### src/rtl/contactor_sequencer.sv
// Closes up to eight contactors one at a time: command, wait for auxiliary feedback,
// settle, then move on round-robin. Opens and permit-loss trips act on any contactor at once.
module contactor_sequencer #(
    parameter int unsigned TIMEOUT_CYC = 1000,
    parameter int unsigned SETTLE_CYC  = 50
) (
    input  logic       i_clk,
    input  logic       i_rst_n,
    input  logic [7:0] i_req,
    input  logic [7:0] i_fb,
    input  logic [7:0] i_permit,
    input  logic       i_fault_clr,
    output logic [7:0] o_cmd,
    output logic       o_busy,
    output logic [7:0] o_deny,
    output logic [7:0] o_done,
    output logic [7:0] o_trip,
    output logic       o_fault,
    output logic [2:0] o_fault_idx,
    output logic [1:0] o_state
);

    typedef enum logic [1:0] {
        IDLE    = 2'd0,
        WAIT_FB = 2'd1,
        SETTLE  = 2'd2,
        FAULT   = 2'd3
    } state_t;

    localparam logic [15:0] TIMEOUT_LAST = 16'(TIMEOUT_CYC - 1);
    localparam logic [15:0] SETTLE_LAST  = 16'(SETTLE_CYC - 1);

    state_t      state;
    logic [15:0] cnt;
    logic [2:0]  ptr;
    logic [2:0]  idx;

    logic [7:0]  pending;
    logic        found;
    logic [2:0]  sel;
    logic [2:0]  cand;
    logic [7:0]  sel_mask;
    logic [7:0]  idx_mask;
    logic [7:0]  held;
    logic [7:0]  lost;
    logic [7:0]  trip_next;
    logic [7:0]  cmd_kept;

    // The contactor still waiting for feedback is not "held" yet, so it cannot trip.
    always_comb begin
        pending = i_req & ~o_cmd;
        found   = 1'b0;
        sel     = 3'd0;
        cand    = 3'd0;
        for (int i = 1; i <= 8; i++) begin
            cand = ptr + 3'(i);
            if (!found && pending[cand]) begin
                found = 1'b1;
                sel   = cand;
            end
        end
        sel_mask = 8'b1 << sel;
        idx_mask = 8'b1 << idx;
        held     = o_cmd;
        if (state == WAIT_FB) begin
            held = o_cmd & ~idx_mask;
        end
        lost      = held & ~i_permit;
        trip_next = lost & i_req;
        cmd_kept  = o_cmd & i_req & ~lost;
    end

    assign o_busy  = (state == WAIT_FB) || (state == SETTLE);
    assign o_state = state;

    always_ff @(posedge i_clk) begin
        if (!i_rst_n) begin
            state       <= IDLE;
            o_cmd       <= 8'h00;
            o_deny      <= 8'h00;
            o_done      <= 8'h00;
            o_trip      <= 8'h00;
            o_fault     <= 1'b0;
            o_fault_idx <= 3'd0;
            cnt         <= 16'd0;
            ptr         <= 3'd7;
            idx         <= 3'd0;
        end else begin
            o_cmd  <= cmd_kept;
            o_deny <= 8'h00;
            o_done <= 8'h00;
            o_trip <= trip_next;
            case (state)
                IDLE: begin
                    if (found) begin
                        if (i_permit[sel]) begin
                            o_cmd <= cmd_kept | sel_mask;
                            idx   <= sel;
                            cnt   <= 16'd0;
                            state <= WAIT_FB;
                        end else begin
                            o_deny <= sel_mask;
                            ptr    <= sel;
                        end
                    end
                end
                WAIT_FB: begin
                    if (!i_req[idx]) begin
                        ptr   <= idx;
                        state <= IDLE;
                    end else if (i_fb[idx]) begin
                        cnt   <= 16'd0;
                        state <= SETTLE;
                    end else if (cnt == TIMEOUT_LAST) begin
                        o_cmd       <= cmd_kept & ~idx_mask;
                        o_fault     <= 1'b1;
                        o_fault_idx <= idx;
                        state       <= FAULT;
                    end else if (cnt != 16'hFFFF) begin
                        cnt <= cnt + 16'd1;
                    end
                end
                SETTLE: begin
                    if (!i_req[idx]) begin
                        ptr   <= idx;
                        state <= IDLE;
                    end else if (lost[idx]) begin
                        state <= IDLE;
                    end else if (cnt == SETTLE_LAST) begin
                        o_done <= idx_mask;
                        ptr    <= idx;
                        state  <= IDLE;
                    end else if (cnt != 16'hFFFF) begin
                        cnt <= cnt + 16'd1;
                    end
                end
                FAULT: begin
                    if (i_fault_clr) begin
                        o_fault     <= 1'b0;
                        o_fault_idx <= 3'd0;
                        state       <= IDLE;
                    end
                end
                default: state <= IDLE;
            endcase
        end
    end

endmodule

### config.mk
export PLATFORM = sky130hd
export DESIGN_NAME = contactor_sequencer
export DESIGN_NICKNAME = d
export VERILOG_FILES = /design/src/rtl/contactor_sequencer.sv
export SDC_FILE = /design/constraint.sdc
export NUM_CORES = 1
export LEC_CHECK = 0
export BUFFER_PORTS_ARGS = -buffer_cell sky130_fd_sc_hd__buf_2
export CORE_MARGIN = 1.5
export CORE_UTILIZATION = 55
export DETAILED_ROUTE_END_ITERATION = 12
export GPL_ROUTABILITY_DRIVEN = 0
export PLACE_DENSITY = 0.79
export SYNTH_ARGS = -nofsm -noshare
export SYNTH_HDL_FRONTEND = slang
export SYNTH_SLANG_ARGS = --single-unit
### constraint.sdc
create_clock -name i_clk -period 6.3 [get_ports i_clk]
set_input_delay 0.63 -clock i_clk [delete_from_list [all_inputs] [get_ports i_clk]]
set_output_delay 0.63 -clock i_clk [all_outputs]
set_load 0.005 [all_outputs]
Word-level counts from Yosys, hierarchy flattened
Index checks and enable logic that the tools add are counted.
{"block": "op_classes", "n_reduce_logical": 25, "n_lt_le_gt_ge": 10, "multipliers": 0, "eq_ne": 22, "add_sub_neg": 8, "n_mux": 84, "shifts": 2, "div": 0, "n_bitwise": 18}
{"operator": "$mux W16", "n": 9}
{"operator": "$and A8 B8 Y8", "n": 7}
{"operator": "$mux W3", "n": 18}
{"operator": "$mux W8", "n": 6}
{"operator": "$pmux W16 S3", "n": 1}
{"operator": "$lt A3 B4 Y1 const B", "n": 10}
{"operator": "$bmux W1 S3", "n": 12}
{"operator": "$not A8 Y8", "n": 4}
{"operator": "$mux W1", "n": 24}
{"operator": "$mux W2", "n": 9}
{"operator": "$add A16 B1 Y16 const B", "n": 1}
{"operator": "$eq A16 B10 Y1 const B", "n": 1}
{"operator": "$eq A16 B6 Y1 const B", "n": 1}
{"operator": "$ne A16 B16 Y1 const B", "n": 1}
{"operator": "$ne A2 B2 Y1 const B", "n": 8}
{"operator": "$pmux W8 S2", "n": 1}
{"operator": "$shl A1 B3 Y8 const A", "n": 2}
{"operator": "$add A3 B3 Y3 const B", "n": 4}
{"operator": "$reduce_and A5 Y1", "n": 2}
{"operator": "$pmux W3 S3", "n": 1}
{"operator": "$ne A4 B2 Y1 const B", "n": 2}
{"operator": "$or A8 B8 Y8", "n": 1}
{"operator": "$pmux W2 S4", "n": 1}
{"operator": "$reduce_and A8 Y1", "n": 1}
{"operator": "other kinds (20)", "n": 42}
{"block": "word_totals", "ff_bits": 60, "mem_count": 0, "ram_bits": 0, "output_inout_bits": 39, "in_bits": 27, "latchBits": 0, "rom_bits": 0, "elab_cells": 179}

Depth between registers and ports, before layout
{"block": "logic_depth", "word_depth": 31, "depth_mapped": 17, "depth_no_buf": 13}

Least setup slack after synthesis
No wires, ideal clock.
{"block": "synth_timing", "path_type": "register to register", "startpoint": "register ptr[1]", "endpoint": "register ptr[1]", "synth_period_minus_slack_ns": 3.757, "arrival_time_ns": 3.675, "n_path_buf": 1, "setup_slack_ns": 2.543, "stages_incl_launch_ff": 14, "setup_ns": 0.082, "required_time_ns": 6.218, "path_cell_list": "dfxtp_1 buf_2 clkinv_1 ha_1 xnor2_2 mux4_2 a221o_1 a22o_1 o31ai_4 o211ai_2 nand3_1 nand2_1 or4_1 o2111ai_1"}
{"block": "synth_via", "elab_chain_len": 29, "elab_cells_between_ends": 61, "classes_between": "7 x add/sub; 2 x eq/ne; 37 x mux; 15 x reduce/logical"}
{"item": "start: declaration", "line": "35", "rtl": "logic [2:0] ptr;"}
{"item": "start signal: assignment", "line": "103", "rtl": "ptr <= sel;"}
{"item": "start signal: assignment", "line": "109", "rtl": "ptr <= idx;"}
{"item": "start signal: assignment", "line": "125", "rtl": "ptr <= idx;"}
{"item": "$add A3 B1 Y3", "line": "56", "rtl": "cand = ptr + 3'(i);"}
{"item": "$bmux W1 S3", "line": "57", "rtl": "if (!found && pending[cand]) begin"}
{"item": "$mux W1 (not written as such)", "line": "57"}
{"item": "$mux W1", "line": "57"}
{"item": "$logic_not A1 Y1", "line": "57"}
{"item": "$logic_and A1 B1 Y1", "line": "57"}
{"item": "$mux W1", "line": "57"}
{"item": "$logic_not A1 Y1", "line": "57"}
{"item": "[... 13 more ...]"}
{"item": "$mux W1", "line": "57"}
{"item": "$logic_not A1 Y1", "line": "57"}
{"item": "$logic_and A1 B1 Y1", "line": "57"}
{"item": "$mux W3", "line": "57"}
{"item": "$bmux W1 S3", "line": "96", "rtl": "if (i_permit[sel]) begin"}
{"item": "$mux W1 (not written as such)", "line": "96"}
{"item": "$ne A2 B2 Y1 (no line)"}
{"item": "$reduce_and A6 Y1 (no line)"}
Several ways; a longest one is shown, not always the timed one. The select of a mux whose other input is x is not followed.
A chain may end at the register's enable or synchronous reset.

Worst setup path in the final report
{"block": "layout_timing", "startpoint": "register ptr[0]", "endpoint": "register cnt[0]"}
{"block": "layout_via", "elab_chain_len": 29, "elab_cells_between_ends": 58, "classes_between": "7 x add/sub; 2 x eq/ne; 34 x mux; 15 x reduce/logical"}
{"item": "$add A3 B1 Y3", "line": "56"}
{"item": "$bmux W1 S3", "line": "57"}
{"item": "$mux W1 (not written as such)", "line": "57"}
{"item": "$mux W1", "line": "57"}
{"item": "$logic_not A1 Y1", "line": "57"}
{"item": "$logic_and A1 B1 Y1", "line": "57"}
{"item": "$mux W1", "line": "57"}
{"item": "$logic_not A1 Y1", "line": "57"}
{"item": "[... 13 more ...]"}
{"item": "$mux W1", "line": "57"}
{"item": "$logic_not A1 Y1", "line": "57"}
{"item": "$logic_and A1 B1 Y1", "line": "57"}
{"item": "$mux W3", "line": "57"}
{"item": "$bmux W1 S3", "line": "96"}
{"item": "$mux W1 (not written as such)", "line": "96"}
{"item": "$ne A2 B2 Y1 (no line)"}
{"item": "$reduce_and A8 Y1 (no line) *"}
{"item": "end signal: assignment", "line": "120", "rtl": "cnt <= cnt + 16'd1;"}
{"item": "end signal: assignment", "line": "134", "rtl": "cnt <= cnt + 16'd1;"}
{"item": "end: declaration", "line": "34", "rtl": "logic [15:0] cnt;"}
Mark *: on every way between the ends. The rest lies on a longest branch, timed or not. The select of a mux whose other input is x is not followed.

==> impl_summary.log <==
[metrics] maximum clock rate: 192.7 MHz
[metrics] Synth Area per Inst: 8.457 um2
[metrics] post-synth cell types: 82
[metrics] vias after detailed routing: 4,576
[metrics] post-route worst hold slack: 0.4582 ns
[metrics] # hold bufs at CTS: 0
[metrics] top cell family by delay on the critical path: compound AO/OA/AOI/OAI gates
[metrics] Worst EP required: 6.53 ns
[metrics] register-to-register setup slack: 1.11 ns
[metrics] number of violations of the max-capacitance limit: 0
[metrics] die footprint: 8589 um2
[metrics] syn nets: 558
[metrics] wire length of the first global-routing pass: 21,060 um
[metrics] combined area of all synthesized cells: 4423 um2
[metrics] worst slew slack as a fraction of its limit: 0.3111
[metrics] Hold Crit Depth: 2
[metrics] Reg-to-Reg End: cnt[0]
[metrics] setup repair after global routing missed its margin: false
[metrics] Core Area: 7767 um2
[metrics] number of enable flip-flop cells after synthesis: 0
[metrics] final net count: 606
[metrics] Hold Vio Cnt, Final: 0
[metrics] post-route clock skew: 0.007035 ns
[metrics] CP Cell Sequence: inv_2 -> ha_1 -> xnor2_2 -> mux4_2 -> mux2_2 -> nand3_2 -> a311o_1 -> a32oi_1 -> buf_4 -> nor4b_1 -> nand3_1 -> o311ai_2 -> buf_4 -> nand2_1 -> o32ai_1
[metrics] Buf+Inv Stages, Crit Path: 3
[metrics] type of the worst min-delay path: flip-flop to flip-flop
[metrics] Clock Latency Late Sink: 0.34 ns
[metrics] pin count of the biggest net entering global routing: 35
[metrics] Non-Filler Instances: 678
[metrics] top-area cell type share of the netlist area: 0.2716
[metrics] Critical Path AT: 5.42 ns
[metrics] combinational power share: 0.683
[metrics] nature of the critical path endpoint: flip-flop
[metrics] Area growth syn-to-layout: 11.80%
[metrics] initial standard-cell utilization of the core: 0.5694
[metrics] Final Worst Setup Slack: 1.111 ns
[metrics] filler cell count in the final layout: 684
[metrics] number of H-tree levels: 3
[metrics] peak fanout along the critical path: 22
[metrics] power density normalized to cell area: 600.3 nW/um2
[metrics] number of global-route vias before repair: 4,262
[metrics] Final period util: 0.8237
[metrics] Sw Pwr: 1.527 mW
[metrics] Die Wd: 92.68 um
[metrics] top cells by area in the synthesized netlist: sky130_fd_sc_hd__dfxtp_1 27%, sky130_fd_sc_hd__mux4_2 8.1%, sky130_fd_sc_hd__nand2_1 4.9%, sky130_fd_sc_hd__mux2i_1 4.3%, sky130_fd_sc_hd__nor2_1 4.1%
[metrics] part of the Yosys area used for sequential elements: 0.2716
[metrics] via-per-instance ratio: 6.749
[metrics] Crit path top cell by count: sky130_fd_sc_hd__buf_4
[metrics] launching element type of the critical path: flip-flop
[metrics] number of standard cells after synthesis: 523
[metrics] footprint of the flip-flops and latches: 1201 um2
[metrics] number of primary I/O pins: 66
[metrics] slew at the pin closest to its max-slew limit: 1.032 ns
[metrics] most frequent cells after synthesis: 60 x sky130_fd_sc_hd__dfxtp_1, 58 x sky130_fd_sc_hd__nand2_1, 48 x sky130_fd_sc_hd__nor2_1
[metrics] most frequent cell after synthesis: sky130_fd_sc_hd__dfxtp_1
[metrics] Port Buffer Count: 65
[metrics] largest area contributor in the netlist: sky130_fd_sc_hd__dfxtp_1
[metrics] number of DRC markers in iteration 0: 543
[metrics] cell internal pwr: 1.441 mW
[metrics] residual antenna-violating net count after detailed routing: 0
[metrics] Async SR Flop Fraction: 0
[metrics] post-cts resize count: 0
[metrics] YS warnings: 0
[metrics] sum of net half-perimeters after detailed placement: 9737 um
[metrics] total congestion overflow: 0
[metrics] DR DRC count: 0
[metrics] Worst Hold Path EP: o_fault_idx[2]
[metrics] standard-cell rows: 32
[metrics] clock transition at the register clock pins on the worst setup and hold paths after CTS: 0.07 ns
[metrics] antenna violations before repair: 0
[metrics] Leak Pwr: 1.919 nW
[metrics] endpoints failing setup: 0
[metrics] Final min period: 5.189 ns
[metrics] type of the worst setup path: flip-flop to flip-flop
[metrics] highest cell delay on the worst timing path: 0.98 ns
[metrics] post-CTS setup repair buffer count: 0
[metrics] height of the die: 92.68 um
[metrics] worst setup timing slack at the placement stage: 1.224 ns
[metrics] number of buffers created by CTS: 9
[metrics] total routing usage reported by global routing: 0.3070
[metrics] Pre-antenna DRT Iters: 7
[metrics] Primary FF master, synth: sky130_fd_sc_hd__dfxtp_1
[metrics] result of the run: complete, no violations
[metrics] worst-path cell with the longest stage delay: sky130_fd_sc_hd__dfxtp_1
[metrics] worst-case clock buffer depth: 2
[metrics] area of the multi-input gates: 2995 um2
[metrics] clock net sink count: 60
[metrics] final setup TNS: 0 ns
[metrics] Clk pwr share: 0.129
[metrics] Sw Ratio: 0.5144
[metrics] Worst Hold Launch: o_fault_idx[2]
[metrics] reg-to-reg critical path startpoint: ptr[0]
[metrics] clock tree from TritonCTS: done
[metrics] placed cells: 662
[metrics] ANT cells: 0
[metrics] Detailed Route WL: 13,140 um
[metrics] logic depth of the worst register-to-register path: 15
[metrics] Max IR drop VDD: 0.3111 mV
[metrics] Synth Register Bits: 60
[metrics] cell at the root of the clock tree: sky130_fd_sc_hd__clkbuf_8
[metrics] relative contribution of sequential cells to total power: 0.188
[metrics] layout cells sized above 1: 0.2188
[metrics] average wire per standard cell: 19.38 um
[metrics] number of max-slew violations in the final report: 0
worst register-to-register path, delay by kind of cell, from the launching register on:
| family | cells | cell delay [ns] |
|---|---|---|
| AO/OA/AOI/OAI | 4 | 1.21 |
| XOR/XNOR | 1 | 0.32 |
| flip-flops | 1 | 0.98 |
| adder cells (fa/ha/maj) | 1 | 0.36 |
| AND/OR/NAND/NOR | 4 | 0.81 |
| multiplexers | 2 | 0.54 |
| buffers and inverters | 3 | 0.88 |
cells by family (layout without fill, tap and decap cells):
family | count (synthesis) | in the layout | synth area share
simple gates | 227 | 227 | 0.2685
compound gates | 141 | 141 | 0.2447
flops | 60 | 60 | 0.2716
buf+inv | 47 | 100 | 0.05120
mux | 37 | 37 | 0.1321
fa+ha+maj | 8 | 8 | 0.02263
xor+xnor | 3 | 3 | 0.009335
layout by cell type, fill, tap and decap left out, types with 7 or more instances in the layout:
cell,netlist,layout
sky130_fd_sc_hd__clkbuf_8,0,10
sky130_fd_sc_hd__ha_1,8,8
sky130_fd_sc_hd__nor3_1,15,15
sky130_fd_sc_hd__nor2b_1,12,12
sky130_fd_sc_hd__buf_2,4,65
sky130_fd_sc_hd__nor2_1,48,48
sky130_fd_sc_hd__nand2_1,58,58
sky130_fd_sc_hd__inv_1,15,15
sky130_fd_sc_hd__mux4_2,16,16
sky130_fd_sc_hd__mux2i_1,19,19
sky130_fd_sc_hd__a21oi_1,22,22
sky130_fd_sc_hd__nand2b_1,17,17
sky130_fd_sc_hd__a211oi_1,14,14
sky130_fd_sc_hd__dfxtp_1,60,60
sky130_fd_sc_hd__nand3_1,20,20
sky130_fd_sc_hd__nand4_1,7,7
sky130_fd_sc_hd__and2_1,8,8
sky130_fd_sc_hd__o21ai_0,25,25
sky130_fd_sc_hd__nor4_1,9,9
sequential cells by signal (all words and copies together) (netlist names):
signal and flops:
cnt 16, o_cmd 8, o_deny 8, o_done 8
o_trip 8, idx 3, o_fault_idx 3, ptr 3
o_state 2, o_fault 1
final cells by class:
| class | count | area share |
|---|---|---|
| Inverter | 17 | 0.01290 |
| Multi-Input combinational cell | 416 | 0.6058 |
| Clock buffer | 11 | 0.02859 |
| Sequential cell | 60 | 0.2429 |
| Tap cell | 102 | 0.02581 |
| Timing Repair Buffer | 67 | 0.06883 |
| Clock inverter | 5 | 0.01518 |
how the worst max path moves through the flow:
stage                 from  endpoint  slack (ns)  cells past startpoint
floorplan           ptr[1]    ptr[1]        2.54                     13
global placement    ptr[0]    cnt[7]        1.48                     13
detailed placement  ptr[0]    cnt[8]        1.22                     15
CTS                 ptr[0]    cnt[8]        1.20                     15
global route        ptr[0]    cnt[8]        0.70                     15
finish              ptr[0]    cnt[0]        1.11                     15
power by group through the flow:
stage,registers [mW],logic (mW),clock network (mW)
2_1_floorplan,0.500,1.57,0
6_report,0.558,2.03,0.384
3_3_place_gp,0.559,1.87,0
5_1_grt,0.566,2.16,0.403
3_5_place_dp,0.563,1.94,0
4_1_cts,0.554,1.96,0.387
metrics by stage:
stage	total power [mW]	util	instance area [um2]
3_5_place_dp	2.504	0.6087	4728
4_1_cts	2.897	0.6366	4945
6_report	2.968	0.6366	4945
2_1_floorplan	2.071	-	4423
5_1_grt	3.130	0.6366	4945
3_3_place_gp	2.431	0.6087	4728
routing by layer:
metal  track usage  up-vias  wire, um
li1              -     2085         -
met1        0.3886     2141      5236
met2        0.4902      296      6024
met3       0.06814       54      1312
met4        0.1566        0       563
met5             0        -         0
(Power assumes the default switching activity.)
